==> src/rtl/cmp_pkg.sv <==
// Shared constants and FSM state type for the sequential magnitude comparator.
package cmp_pkg;

    localparam int SLICE_W = 4;

    typedef enum logic {
        IDLE    = 1'b0,
        COMPARE = 1'b1
    } state_t;

endpackage

==> src/rtl/mag_cmp4.sv <==
// Combinational 4-bit magnitude comparator, 7485 core without cascade.
module mag_cmp4
    import cmp_pkg::*;
(
    input  logic [SLICE_W-1:0] a,
    input  logic [SLICE_W-1:0] b,
    output logic               lt,
    output logic               gt,
    output logic               eq
);

    // Unsigned slice relation; exactly one output is high.
    always_comb begin
        lt = (a < b);
        gt = (a > b);
        eq = (a == b);
    end

endmodule

==> src/rtl/seq_mag_compare.sv <==
// Sequential MSB-first magnitude comparator: one 4-bit slice per clock,
// early exit on the first unequal slice, 7485-style cascade on full equality.
module seq_mag_compare
    import cmp_pkg::*;
#(
    parameter int WIDTH = 16
) (
    input  logic             clk,
    input  logic             rst_n,
    input  logic             start,
    input  logic [WIDTH-1:0] a,
    input  logic [WIDTH-1:0] b,
    input  logic             signed_mode,
    input  logic             cas_lt,
    input  logic             cas_gt,
    input  logic             cas_eq,
    output logic             busy,
    output logic             done,
    output logic             alb,
    output logic             agb,
    output logic             aeb,
    output logic [6:0]       slices_used
);

    localparam int NSLICE = WIDTH / SLICE_W;
    localparam int IDX_W  = (NSLICE > 1) ? $clog2(NSLICE) : 1;

    // Flipping the sign bit of both operands maps two's-complement order onto
    // unsigned order, so the slice comparator itself never needs a signed path.
    localparam logic [WIDTH-1:0] MSB_MASK = {1'b1, {(WIDTH-1){1'b0}}};

    state_t             state;
    state_t             state_nxt;
    logic [WIDTH-1:0]   a_q;
    logic [WIDTH-1:0]   b_q;
    logic               cas_lt_q;
    logic               cas_gt_q;
    logic               cas_eq_q;
    logic [IDX_W-1:0]   idx;
    logic [SLICE_W-1:0] a_sl;
    logic [SLICE_W-1:0] b_sl;
    logic               sl_lt;
    logic               sl_gt;
    logic               sl_eq;
    logic [6:0]         used_k;
    logic [WIDTH-1:0]   flip;

    assign flip   = signed_mode ? MSB_MASK : '0;
    assign a_sl   = a_q[idx*SLICE_W +: SLICE_W];
    assign b_sl   = b_q[idx*SLICE_W +: SLICE_W];
    assign used_k = 7'(NSLICE) - 7'(idx);
    assign busy   = (state == COMPARE);

    mag_cmp4 u_cmp (
        .a  (a_sl),
        .b  (b_sl),
        .lt (sl_lt),
        .gt (sl_gt),
        .eq (sl_eq)
    );

    // State register.
    always_ff @(posedge clk or negedge rst_n) begin
        if (!rst_n) state <= IDLE;
        else        state <= state_nxt;
    end

    // Next state: leave COMPARE on a mismatch or after the last slice.
    always_comb begin
        state_nxt = state;
        case (state)
            IDLE:    if (start) state_nxt = COMPARE;
            COMPARE: if (!sl_eq || idx == '0) state_nxt = IDLE;
            default: state_nxt = IDLE;
        endcase
    end

    // Operand capture, slice walk and result registers.
    always_ff @(posedge clk or negedge rst_n) begin
        if (!rst_n) begin
            a_q         <= '0;
            b_q         <= '0;
            cas_lt_q    <= 1'b0;
            cas_gt_q    <= 1'b0;
            cas_eq_q    <= 1'b0;
            idx         <= '0;
            done        <= 1'b0;
            alb         <= 1'b0;
            agb         <= 1'b0;
            aeb         <= 1'b0;
            slices_used <= '0;
        end else begin
            done <= 1'b0;
            case (state)
                IDLE: begin
                    if (start) begin
                        a_q         <= a ^ flip;
                        b_q         <= b ^ flip;
                        cas_lt_q    <= cas_lt;
                        cas_gt_q    <= cas_gt;
                        cas_eq_q    <= cas_eq;
                        idx         <= IDX_W'(NSLICE - 1);
                        alb         <= 1'b0;
                        agb         <= 1'b0;
                        aeb         <= 1'b0;
                        slices_used <= '0;
                    end
                end
                COMPARE: begin
                    if (!sl_eq) begin
                        alb         <= sl_lt;
                        agb         <= sl_gt;
                        aeb         <= 1'b0;
                        slices_used <= used_k;
                        done        <= 1'b1;
                    end else if (idx == '0) begin
                        // Cascade priority eq > gt > lt; nothing asserted means equal.
                        aeb         <= cas_eq_q | ~(cas_gt_q | cas_lt_q);
                        agb         <= ~cas_eq_q & cas_gt_q;
                        alb         <= ~cas_eq_q & ~cas_gt_q & cas_lt_q;
                        slices_used <= used_k;
                        done        <= 1'b1;
                    end else begin
                        idx <= idx - 1'b1;
                    end
                end
                default: ;
            endcase
        end
    end

endmodule

==> config.mk <==
export PLATFORM = sky130hd
export DESIGN_NAME = seq_mag_compare
export DESIGN_NICKNAME = d
export VERILOG_FILES = /design/src/rtl/cmp_pkg.sv /design/src/rtl/mag_cmp4.sv /design/src/rtl/seq_mag_compare.sv
export SDC_FILE = /design/constraint.sdc
export NUM_CORES = 1
export LEC_CHECK = 0
export BUFFER_PORTS_ARGS = -buffer_cell sky130_fd_sc_hd__buf_4
export CAP_MARGIN = 25
export CORE_MARGIN = 4
export CORE_UTILIZATION = 58
export CTS_BUF_LIST = sky130_fd_sc_hd__clkbuf_4 sky130_fd_sc_hd__clkbuf_8
export DETAILED_ROUTE_END_ITERATION = 10
export PLACE_DENSITY = 0.89
export SKIP_LAST_GASP = 1
export SLEW_MARGIN = 30
export SYNTH_ARGS = -nofsm -noshare
export SYNTH_HDL_FRONTEND = slang
export SYNTH_HIERARCHICAL = 1
export SYNTH_SLANG_ARGS = --single-unit
==> constraint.sdc <==
create_clock -name clk -period 7.2 [get_ports clk]
set_input_delay 1.44 -clock clk [delete_from_list [all_inputs] [get_ports clk]]
set_output_delay 1.44 -clock clk [all_outputs]
set_load 0.02 [all_outputs]
==> summary.txt, run 1 <==
GRT
  – Pin count of the biggest net entering global routing: 46
  – Vias in the first global route: 1,502
  – Total global routing track utilization: 18.5%
  – GR Util met3: 6.52%
  – Met2 Use GR: 30.5%
  – Initial antenna violation count: 0
  – Busiest layer in global routing: met2
  – Grt total ovfl: 0
  – Met1 Usage GRT: 22.6%
  – First-pass GRT wire length: 7.07 mm

Drt
  – Number of optimization iterations in the first detailed-route pass: 4
  – DRC violation count after routing: 0
  – Routed length per placed instance: 16.2 µm
  – Vias per cell: 5.60
  – Final routed wirelength across all metal layers: 4.11 mm
  – Detail Route Antenna Nets: 0
  – First DRT Iteration DRCs: 113
  – Total via count in the routed design: 1,423

Status
  – Status: completed

Final layout
  – Number of nets in the layout: 250
  – Register cell area after layout: 1130 µm²
  – # fillers: 243
  – Final standard cell area without fillers: 2660 µm²
  – Antenna cell count: 0
  – Non-filler instance count after layout: 254
  – Multi-input gate area: 980 µm²
  – Area added between synthesis and finish: 20.5%
  – Fraction of final layout cells with drive strength greater than 1: 49.0%
  – Layout Utilization: 72.7%

Setup path
  – Kind of launch point of the worst setup path: register
  – Kind of capture point of the worst setup path: register
  – Required time at the endpoint of the critical path: 7.39 ns
  – Highest net fanout along the worst path: 10
  – Crit path arrival time: 3.32 ns
  – Crit Path Class: reg -> reg

Timing
  – Highest achievable clock rate: 320 MHz
  – RSZ-0062 raised after global routing: no
  – Worst Max-Slew Pin Slew: 0.608 ns
  – Hold slack: 0.507 ns
  – Normalized max-slew margin: 59.3%
  – Fin Clk Skew: 0.00610 ns
  – Final-report setup violation count: 0
  – Ratio of final minimum period to clock period: 43.5%
  – Final total negative setup slack: 0 ns
  – Pins over their slew limit: 0
  – Final critical-path required period: 3.13 ns
  – Number of hold-slack violations in the final timing report: 0

Power and ir drop
  – Pwr per Cell Area: 428 nW/µm²
  – Sequential share of power: 40.4%
  – Net switching power figure: 383 µW
  – Int Power: 755 µW
  – Share of total power in the clock network: 14.0%
  – Sw frac: 33.7%
  – Share of power burned in combinational logic: 45.6%
  – Largest vdd supply drop: 0.231 mV
  – Leakage power summed over all cells: 0.00123 µW

Synthesis
  – Top cells by area, synth: sky130_fd_sc_hd__dfrtp_1 51%, sky130_fd_sc_hd__mux2_2 15%, sky130_fd_sc_hd__mux4_2 8.2%
  – #FFs+latches synth: 45
  – Count of distinct cell types in the synthesized netlist: 34
  – Synthesized netlist cell count: 160
  – Synth cell count leaders: 45 x sky130_fd_sc_hd__dfrtp_1, 30 x sky130_fd_sc_hd__mux2_2, 8 x sky130_fd_sc_hd__inv_1, 8 x sky130_fd_sc_hd__mux4_2
  – Async set-reset flop share out of synthesis: 100%
  – Post-Syn Area: 2210 µm²
  – Synth Warn #: 6
  – Average footprint of a synthesized cell: 13.8 µm²
  – EDFF count, synth: 0
  – Most used flip-flop cell after synthesis: sky130_fd_sc_hd__dfrtp_1
  – Area fraction of the dominant cell type after synthesis: 51.0%
  – Library cell with the highest instance count after synthesis: sky130_fd_sc_hd__dfrtp_1
  – Post-synth top area cell: sky130_fd_sc_hd__dfrtp_1
  – Portion of the post-synthesis area used by sequential elements: 51.0%

Clock network
  – Clk root buf: sky130_fd_sc_hd__clkbuf_8
  – Clock insertion delay at the later pin of the skew report: 0.30 ns
  – Number of gates resized after cts: 0
  – TritonCTS clock tree: yes
  – Post-CTS setup buffer count: 0
  – Clock transition at the register clock pins on the worst setup and hold paths after CTS: 0.08 ns
  – Depth of the CTS H-tree: 2
  – Buffer depth of the longest clock path: 2
  – Num CTS Buffers: 5
  – Total number of clock tree sinks: 45
  – Hold bufs inserted after CTS: 0

Die
  – Area of the placeable core: 3660 µm²
  – Width of the die: 69.7 µm
  – Die outline area: 4860 µm²
  – Num ports: 51
  – Starting density of the core: 60.3%
  – Die span in y: 69.7 µm
  – Number of cell rows: 22

Place
  – Total cell area at the placement stage: 2540 µm²
  – Number of instances in the placed design: 245
  – GPL Wtd Cong: 0.963
  – Post-DP HPWL: 3.05 mm
  – Number of port buffers: 46

Min path
  – Tightest Hold Check Type: reg -> reg

Job
  – Total of max-cap violations: 0
## path summary, 6_finish.rpt
check                        start        endpoint  slack, ns  cells after the start
max                         idx[0]  slices_used[0]       4.07                      7
min                        b_q[13]         b_q[13]       0.51                      1
max reg2reg                 idx[0]  slices_used[0]       4.07                      7
min reg2reg                b_q[13]         b_q[13]       0.51                      1
max in group asynchronous    rst_n         b_q[11]       5.69                      1
min in group asynchronous    rst_n          a_q[5]       1.12                      1
## power groups by stage
stage / logic (µW) / registers [µW] / clock network [µW]
6_report: 518 / 460 / 159
5_1_grt: 568 / 482 / 173
4_1_cts: 509 / 462 / 162
3_5_place_dp: 506 / 467 / 0
3_3_place_gp: 480 / 460 / 0
2_1_floorplan: 420 / 439 / 0
## stage by stage
step / total power (µW) / setup WS (ns)
2_1_floorplan: 859 / 4.66
5_1_grt: 1220 / 3.84
6_report: 1140 / 4.07
3_5_place_dp: 973 / 4.05
4_1_cts: 1130 / 4.04
3_3_place_gp: 940 / 4.21
## layout by cell type (no fill, tap or decap), drive strengths merged, types with 3 or more instances in the layout
master / n
a21oi: 7
a22o: 3
buf: 47
clkbuf: 8
conb: 4
dfrtp: 45
ha: 6
inv: 8
mux2: 35
mux4: 8
nand2: 6
nor2: 6
nor2b: 4
o21ai: 3
## final cells by class
type / count / area share, %
inverters: 8 / 1.13
flip-flops and latches: 45 / 42.3
clock buffers: 8 / 3.43
multi-input cells: 98 / 36.8
well taps: 48 / 2.26
repair buffers: 47 / 14.0
## state kept, by name, summed over array words and instances, names as in the netlist
signal / count
cas_eq_q: 1
slices_used: 3
a_q: 16
agb: 1
b_q: 16
aeb: 1
cas_gt_q: 1
busy: 1
done: 1
cas_lt_q: 1
alb: 1
idx: 2
## worst max-delay path, stage by stage, from the launching register on
cell                      delay (ns)
sky130_fd_sc_hd__dfrtp_1        0.68
sky130_fd_sc_hd__mux4_2         0.59
sky130_fd_sc_hd__ha_1           0.32
sky130_fd_sc_hd__nand2_1        0.07
sky130_fd_sc_hd__nor2_1         0.49
sky130_fd_sc_hd__nor2b_4        0.32
sky130_fd_sc_hd__mux2_1         0.35
sky130_fd_sc_hd__a22o_1         0.19
## metal layers
layer  wire [µm]  share of wire [%]
met5           0                  0
met4          74                1.8
met3         289                7.0
met2        2150                 52
met1        1590                 39
## logic make-up after synthesis
group | Yosys count | share of synthesized area (%)
other cells | 1 | 0.170
mux | 43 | 26.5
buf+inv | 20 | 5.33
xor+xnor | 2 | 0.794
flops | 45 | 51.0
simple gates | 21 | 5.33
compound gates | 22 | 7.43
fa+ha+maj | 6 | 3.40
(Power assumes the default switching activity.)
==> run 2: changes to the inputs <==
- CORE_UTILIZATION: 58 -> 55
- PLACE_DENSITY: 0.89 -> 0.85
- clock period: 7.2 -> 3.27 ns (I/O delays scaled with it)
==> run 2 against run 1 <==
  * First-iteration DRC count rose by 12%
  * Clock power grew 120%
  * Power rose by 120%
  * Worst hold slack worse by 0.17 ns
  * Fmax is 12% higher
  * Routed wire length fell by 1.3%
  * Sequential power is 120% higher
==> summary.txt, run 2 (same netlist as run 1, synthesis figures left out) <==
GRT
  – Initial antenna violation count: 0 (unchanged)
  – Pin count of the biggest net entering global routing: 46 (unchanged)
  – Grt total ovfl: 0 (unchanged)
  – Vias in the first global route: 1,525 (+1.5%)
  – Total global routing track utilization: 17.5% (-0.97 points)
  – First-pass GRT wire length: 6.97 mm (-1.4%)

Clock network
  – TritonCTS clock tree: yes
  – Clock insertion delay at the later pin of the skew report: 0.30 ns (about the same)
  – Hold bufs inserted after CTS: 0 (unchanged)
  – Post-CTS setup buffer count: 0 (unchanged)
  – Depth of the CTS H-tree: 2 (unchanged)
  – Num CTS Buffers: 5 (unchanged)
  – Number of gates resized after cts: 0 (unchanged)
  – Clock transition at the register clock pins on the worst setup and hold paths after CTS: 0.08 ns (about the same)
  – Clk root buf: sky130_fd_sc_hd__clkbuf_8
  – Buffer depth of the longest clock path: 2 (unchanged)
  – Total number of clock tree sinks: 45 (unchanged)

Drt
  – Routed length per placed instance: 15.9 µm (-1.7%)
  – Total via count in the routed design: 1,398 (-1.8%)
  – DRC violation count after routing: 0 (unchanged)
  – First DRT Iteration DRCs: 126 (+12%)
  – Vias per cell: 5.48 (-2.1%)
  – Final routed wirelength across all metal layers: 4.05 mm (-1.3%)
  – Number of optimization iterations in the first detailed-route pass: 4 (unchanged)
  – Detail Route Antenna Nets: 0 (unchanged)

Timing
  – RSZ-0062 raised after global routing: no
  – Hold slack: 0.341 ns (-0.166 ns)
  – Fin Clk Skew: 0.00611 ns (+0.00000789 ns)
  – Worst Max-Slew Pin Slew: 0.560 ns (-0.0476 ns)
  – Number of hold-slack violations in the final timing report: 0 (unchanged)
  – Final total negative setup slack: 0 ns (unchanged)
  – Final-report setup violation count: 0 (unchanged)
  – Ratio of final minimum period to clock period: 85.5% (+42 points)
  – Pins over their slew limit: 0 (unchanged)
  – Normalized max-slew margin: 62.7% (+3.3 points)
  – Highest achievable clock rate: 357 MHz (+12%)
  – Final critical-path required period: 2.80 ns (-0.331 ns)

Power and ir drop
  – Sequential share of power: 40.3% (about the same)
  – Leakage power summed over all cells: 0.00124 µW (+0.69%)
  – Int Power: 1680 µW (+120%)
  – Sw frac: 33.6% (-0.037 points)
  – Share of power burned in combinational logic: 46.0% (+0.4 points)
  – Largest vdd supply drop: 0.438 mV (+89%)
  – Net switching power figure: 851 µW (+120%)
  – Pwr per Cell Area: 945 nW/µm² (+120%)
  – Share of total power in the clock network: 13.7% (-0.3 points)

Final layout
  – Non-filler instance count after layout: 255 (+0.39%)
  – Antenna cell count: 0 (unchanged)
  – Number of nets in the layout: 252 (+0.80%)
  – Largest registers: a_q (16), b_q (16), slices_used (3)
  – Fraction of final layout cells with drive strength greater than 1: 49.3% (+0.25 points)
  – Most used cells in the layout excluding fill and tap cells: 48 x sky130_fd_sc_hd__buf_4, 45 x sky130_fd_sc_hd__dfrtp_1, 30 x sky130_fd_sc_hd__mux2_2, 8 x sky130_fd_sc_hd__inv_1, 8 x sky130_fd_sc_hd__mux4_2
  – Final standard cell area without fillers: 2670 µm² (+0.52%)
  – Area added between synthesis and finish: 21.1%
  – Most common library cell in the layout ignoring fill and taps: sky130_fd_sc_hd__buf_4

Setup path
  – Required time at the endpoint of the critical path: 3.46 ns (-3.93 ns)
  – Critical path cell sequence: mux4_2, ha_1, nand2_1, nor2_1, nor2b_4, mux2_1, a22o_1
  – Family of cells with the greatest summed delay on the critical path: multiplexers
  – Crit Path Class: reg -> reg
  – Destination of the worst register-to-register timing path: slices_used[1]
  – Crit path depth: 7 (unchanged)
  – Kind of capture point of the worst setup path: register
  – Reg-to-reg slack, setup: 0.47 ns (-3.60 ns)
  – Kind of launch point of the worst setup path: register
  – R2R cell count: 7 (unchanged)
  – Worst path bufs/invs: 0 (unchanged)
  – Highest net fanout along the worst path: 10 (unchanged)
  – Crit path arrival time: 2.99 ns (-0.33 ns)
  – Cell with the largest stage delay on the worst path: sky130_fd_sc_hd__dfrtp_1
  – Highest cell delay on the worst timing path: 0.69 ns (about the same)
  – Critical path startpoint: idx[0]
  – Startpoint of the worst-slack reg-to-reg timing path: idx[0]

Status
  – Status: completed

Die
  – Die span in y: 71.3 µm (+2.4%)
  – Die outline area: 5090 µm² (+4.8%)
  – Width of the die: 71.3 µm (+2.4%)
  – Starting density of the core: 58.5% (-1.8 points)
  – Number of cell rows: 22 (unchanged)
  – Area of the placeable core: 3770 µm² (+3.0%)
  – Num ports: 51 (unchanged)

Place
  – Total cell area at the placement stage: 2560 µm² (+0.59%)
  – Post-DP HPWL: 2.94 mm (-3.7%)
  – Number of instances in the placed design: 247 (+0.82%)
  – Number of port buffers: 46 (unchanged)
  – GPL Wtd Cong: 0.906 (-6.0%)

Job
  – Total of max-cap violations: 0 (unchanged)

Min path
  – Tightest Hold Check Type: in -> async
[run 2: changes by cell type in the layout (fill, tap and decap cells not counted)]
cell and change:
sky130_fd_sc_hd__clkbuf_8 +1, sky130_fd_sc_hd__clkbuf_4 -2, sky130_fd_sc_hd__buf_4 +2
[run 2: layer usage]
layer	part of all wire, %	vias up	global-route usage, %	wire, µm
li1	-	654	-	-
met1	41	686	21.8	1640
met2	51	49	28.3	2070
met3	6.2	9	5.05	251
met4	2.1	0	8.14	84
met5	0	-	0	0
[run 2: power by group through the flow]
stage / clock [µW] / sequential [µW] / combinational, µW
finish: 347 / 1020 / 1160
global placement: 0 / 1020 / 1080
floorplan: 0 / 967 / 925
global route: 381 / 1070 / 1270
CTS: 364 / 1020 / 1150
detailed placement: 0 / 1030 / 1130
[run 2: final cells by class]
cell class              instances  area [µm²]
inverters                       8        30.0
multi-input cells              98         980
flip-flops and latches         45        1130
fillers                       265        1100
well taps                      48        60.1
repair buffers                 49         388
clock buffers                   7        90.1
[run 2: stage by stage]
stage | power (µW) | util [%] | setup slack [ns]
CTS | 2530 | 70.2 | 0.442
global route | 2720 | 70.9 | 0.268
floorplan | 1890 | - | 0.728
detailed placement | 2160 | 67.8 | 0.563
finish | 2530 | 70.9 | 0.473
global placement | 2090 | 67.8 | 0.674
[run 2: worst max path at each step]
stage | end | slack (ns)
after floorplan | slices_used[0] | 0.73
after global routing | slices_used[1] | 0.27
final | slices_used[1] | 0.47
after detailed placement | slices_used[1] | 0.56
after global placement | slices_used[1] | 0.67
after CTS | slices_used[1] | 0.44
==> run 3: changes to the inputs <==
--- a/config.mk
+++ b/config.mk
@@ -9,3 +9,3 @@
 export CAP_MARGIN = 25
-export CORE_MARGIN = 4
+export CORE_MARGIN = 2
 export CORE_UTILIZATION = 55
--- a/constraint.sdc
+++ b/constraint.sdc
@@ -3,2 +3,2 @@
 set_output_delay 0.654 -clock clk [all_outputs]
-set_load 0.02 [all_outputs]
+set_load 0.005 [all_outputs]
==> run 3 against run 2 <==
  * Via count up 0.14%
  * Worst setup slack better by 0.14 ns
  * Non-clock buffer count down 1
  * Routed wire length up 3.0%
  * First-iteration DRC count down 12%
  * Register-to-register slack better by 0.14 ns
  * Die area down 11%
  * Cell count up 0.78%
  * Clock-buffer cell count unchanged
==> summary.txt, run 3 (same netlist as run 1, synthesis figures left out) <==
Timing
  – Pins over their slew limit: 0 (unchanged)
  – Final-report setup violation count: 0 (unchanged)
  – Number of hold-slack violations in the final timing report: 0 (unchanged)
  – Final critical-path required period: 2.66 ns (-0.139 ns)
  – Fin Clk Skew: 0.00479 ns (-0.00132 ns)
  – Final total negative setup slack: 0 ns (unchanged)
  – Highest achievable clock rate: 376 MHz (+5.2%)
  – RSZ-0062 raised after global routing: no
  – Worst Max-Slew Pin Slew: 0.562 ns (+0.00206 ns)
  – Ratio of final minimum period to clock period: 81.3% (-4.3 points)
  – Normalized max-slew margin: 62.5% (-0.14 points)

Place
  – Number of port buffers: 46 (unchanged)
  – Number of instances in the placed design: 248 (+0.40%)
  – Post-DP HPWL: 3.12 mm (+6.0%)
  – GPL Wtd Cong: 0.884 (-2.4%)

Die
  – Starting density of the core: 56.0% (-2.5 points)
  – Die span in y: 67.3 µm (-5.6%)
  – Num ports: 51 (unchanged)
  – Area of the placeable core: 3940 µm² (+4.5%)
  – Number of cell rows: 23 (+4.5%)
  – Die outline area: 4540 µm² (-11%)
  – Width of the die: 67.3 µm (-5.6%)

Clock network
  – Buffer depth of the longest clock path: 2 (unchanged)
  – Post-CTS setup buffer count: 0 (unchanged)
  – TritonCTS clock tree: yes
  – Clock insertion delay at the later pin of the skew report: 0.29 ns (about the same)
  – Hold bufs inserted after CTS: 0 (unchanged)
  – Num CTS Buffers: 5 (unchanged)
  – Clock transition at the register clock pins on the worst setup and hold paths after CTS: 0.08 ns (about the same)
  – Total number of clock tree sinks: 45 (unchanged)
  – Number of gates resized after cts: 0 (unchanged)
  – Depth of the CTS H-tree: 2 (unchanged)
  – Clk root buf: sky130_fd_sc_hd__clkbuf_8

Final layout
  – Antenna cell count: 0 (unchanged)
  – # fillers: 281 (+6.0%)
  – Non-filler instance count after layout: 257 (+0.78%)
  – Fraction of final layout cells with drive strength greater than 1: 49.3% (unchanged)
  – Most common library cell in the layout ignoring fill and taps: sky130_fd_sc_hd__buf_4
  – Number of nets in the layout: 251 (-0.40%)
  – Largest registers: a_q (16), b_q (16), slices_used (3)
  – Most used cells in the layout excluding fill and tap cells: 47 x sky130_fd_sc_hd__buf_4, 45 x sky130_fd_sc_hd__dfrtp_1, 30 x sky130_fd_sc_hd__mux2_2, 8 x sky130_fd_sc_hd__inv_1, 8 x sky130_fd_sc_hd__mux4_2
  – Area added between synthesis and finish: 22.3%

Drt
  – DRC violation count after routing: 0 (unchanged)
  – First DRT Iteration DRCs: 111 (-12%)
  – Detail Route Antenna Nets: 0 (unchanged)
  – Met3 WL: 185 µm (-26%)
  – Number of optimization iterations in the first detailed-route pass: 4 (unchanged)
  – Routed length per placed instance: 16.2 µm (+2.2%)
  – Detailed-routed wire length on met2: 2.30 mm (+11%)
  – Met1 layer wirelength in the final routing: 1.63 mm (-0.91%)
  – Total via count in the routed design: 1,400 (+0.14%)
  – Final routed wirelength across all metal layers: 4.17 mm (+3.0%)
  – Vias per cell: 5.45 (-0.64%)
  – Highest metal used: met4

Setup path
  – Highest cell delay on the worst timing path: 0.67 ns (-0.02 ns)
  – Crit Path Class: reg -> reg
  – Worst path bufs/invs: 0 (unchanged)
  – Reg-to-reg slack, setup: 0.61 ns (+0.14 ns)
  – Cell with the largest stage delay on the worst path: sky130_fd_sc_hd__dfrtp_1
  – Kind of capture point of the worst setup path: register
  – Family of cells with the greatest summed delay on the critical path: multiplexers
  – Crit path arrival time: 2.84 ns (-0.15 ns)
  – Critical path cell sequence: mux4_2, ha_1, nand2_1, nor2_1, nor2b_4, mux2_1, a22o_1
  – Required time at the endpoint of the critical path: 3.45 ns (about the same)
  – Highest net fanout along the worst path: 10 (unchanged)
  – Kind of launch point of the worst setup path: register

GRT
  – Total global routing track utilization: 20.1% (+2.6 points)
  – First-pass GRT wire length: 6.74 mm (-3.3%)
  – Pin count of the biggest net entering global routing: 46 (unchanged)
  – Grt total ovfl: 0 (unchanged)
  – Initial antenna violation count: 0 (unchanged)
  – Vias in the first global route: 1,459 (-4.3%)

Power and ir drop
  – Share of power burned in combinational logic: 43.5% (-2.5 points)
  – Pwr per Cell Area: 958 nW/µm² (+1.4%)
  – Net switching power figure: 831 µW (-2.3%)
  – Share of total power in the clock network: 16.9% (+3.2 points)
  – Sequential share of power: 39.6% (-0.7 points)
  – Largest vdd supply drop: 0.439 mV (+0.26%)
  – Int Power: 1750 µW (+4.6%)
  – Sw frac: 32.1% (-1.5 points)
  – Leakage power summed over all cells: 0.00125 µW (+0.73%)

Status
  – Status: completed

Job
  – Total of max-cap violations: 0 (unchanged)

Min path
  – Tightest Hold Check Type: in -> async
-- run 3: worst paths after layout --
| path | startpoint | endpoint | cells past startpoint |
|---|---|---|---|
| max | idx[0] | slices_used[0] | 7 |
| max in group asynchronous | rst_n | b_q[7] | 1 |
| min in group clk | b_q[7] | b_q[7] | 1 |
| min reg2reg | b_q[7] | b_q[7] | 1 |
| min | rst_n | busy | 1 |
| max reg2reg | idx[0] | slices_used[0] | 7 |
-- run 3: final cells by class --
class | count | area (µm²) | area share, %
flip-flops and latches | 45 | 1130 | 41.7
repair buffers | 48 | 380 | 14.1
inverters | 8 | 30.0 | 1.11
multi-input cells | 98 | 980 | 36.3
well taps | 50 | 62.6 | 2.32
clock buffers | 7 | 90.1 | 3.34
clock inverters | 1 | 30.0 | 1.11
-- run 3: per-layer routing --
| metal | up-vias | track usage [%] |
|---|---|---|
| li1 | 657 | - |
| met1 | 695 | 24.9 |
| met2 | 40 | 35.6 |
| met3 | 8 | 3.67 |
| met4 | 0 | 6.38 |
| met5 | - | 0 |
-- run 3: power groups by stage --
stage / clock network, µW / logic [µW] / registers (µW)
after detailed placement: 0 / 1100 / 1040
after CTS: 444 / 1110 / 1030
after global placement: 0 / 1030 / 1020
after global routing: 461 / 1220 / 1060
final: 436 / 1130 / 1020
after floorplan: 0 / 922 / 929
-- run 3: per-stage QoR --
stage	setup WS, ns	hold WS, ns	total power (µW)	utilization [%]	cell area (µm²)
floorplan	0.728	0.358	1850	-	2220
global placement	0.690	0.486	2050	64.7	2550
detailed placement	0.609	0.496	2140	64.7	2550
CTS	0.573	0.370	2580	67.8	2670
global route	0.428	0.398	2740	68.5	2700
finish	0.612	0.343	2590	68.5	2700
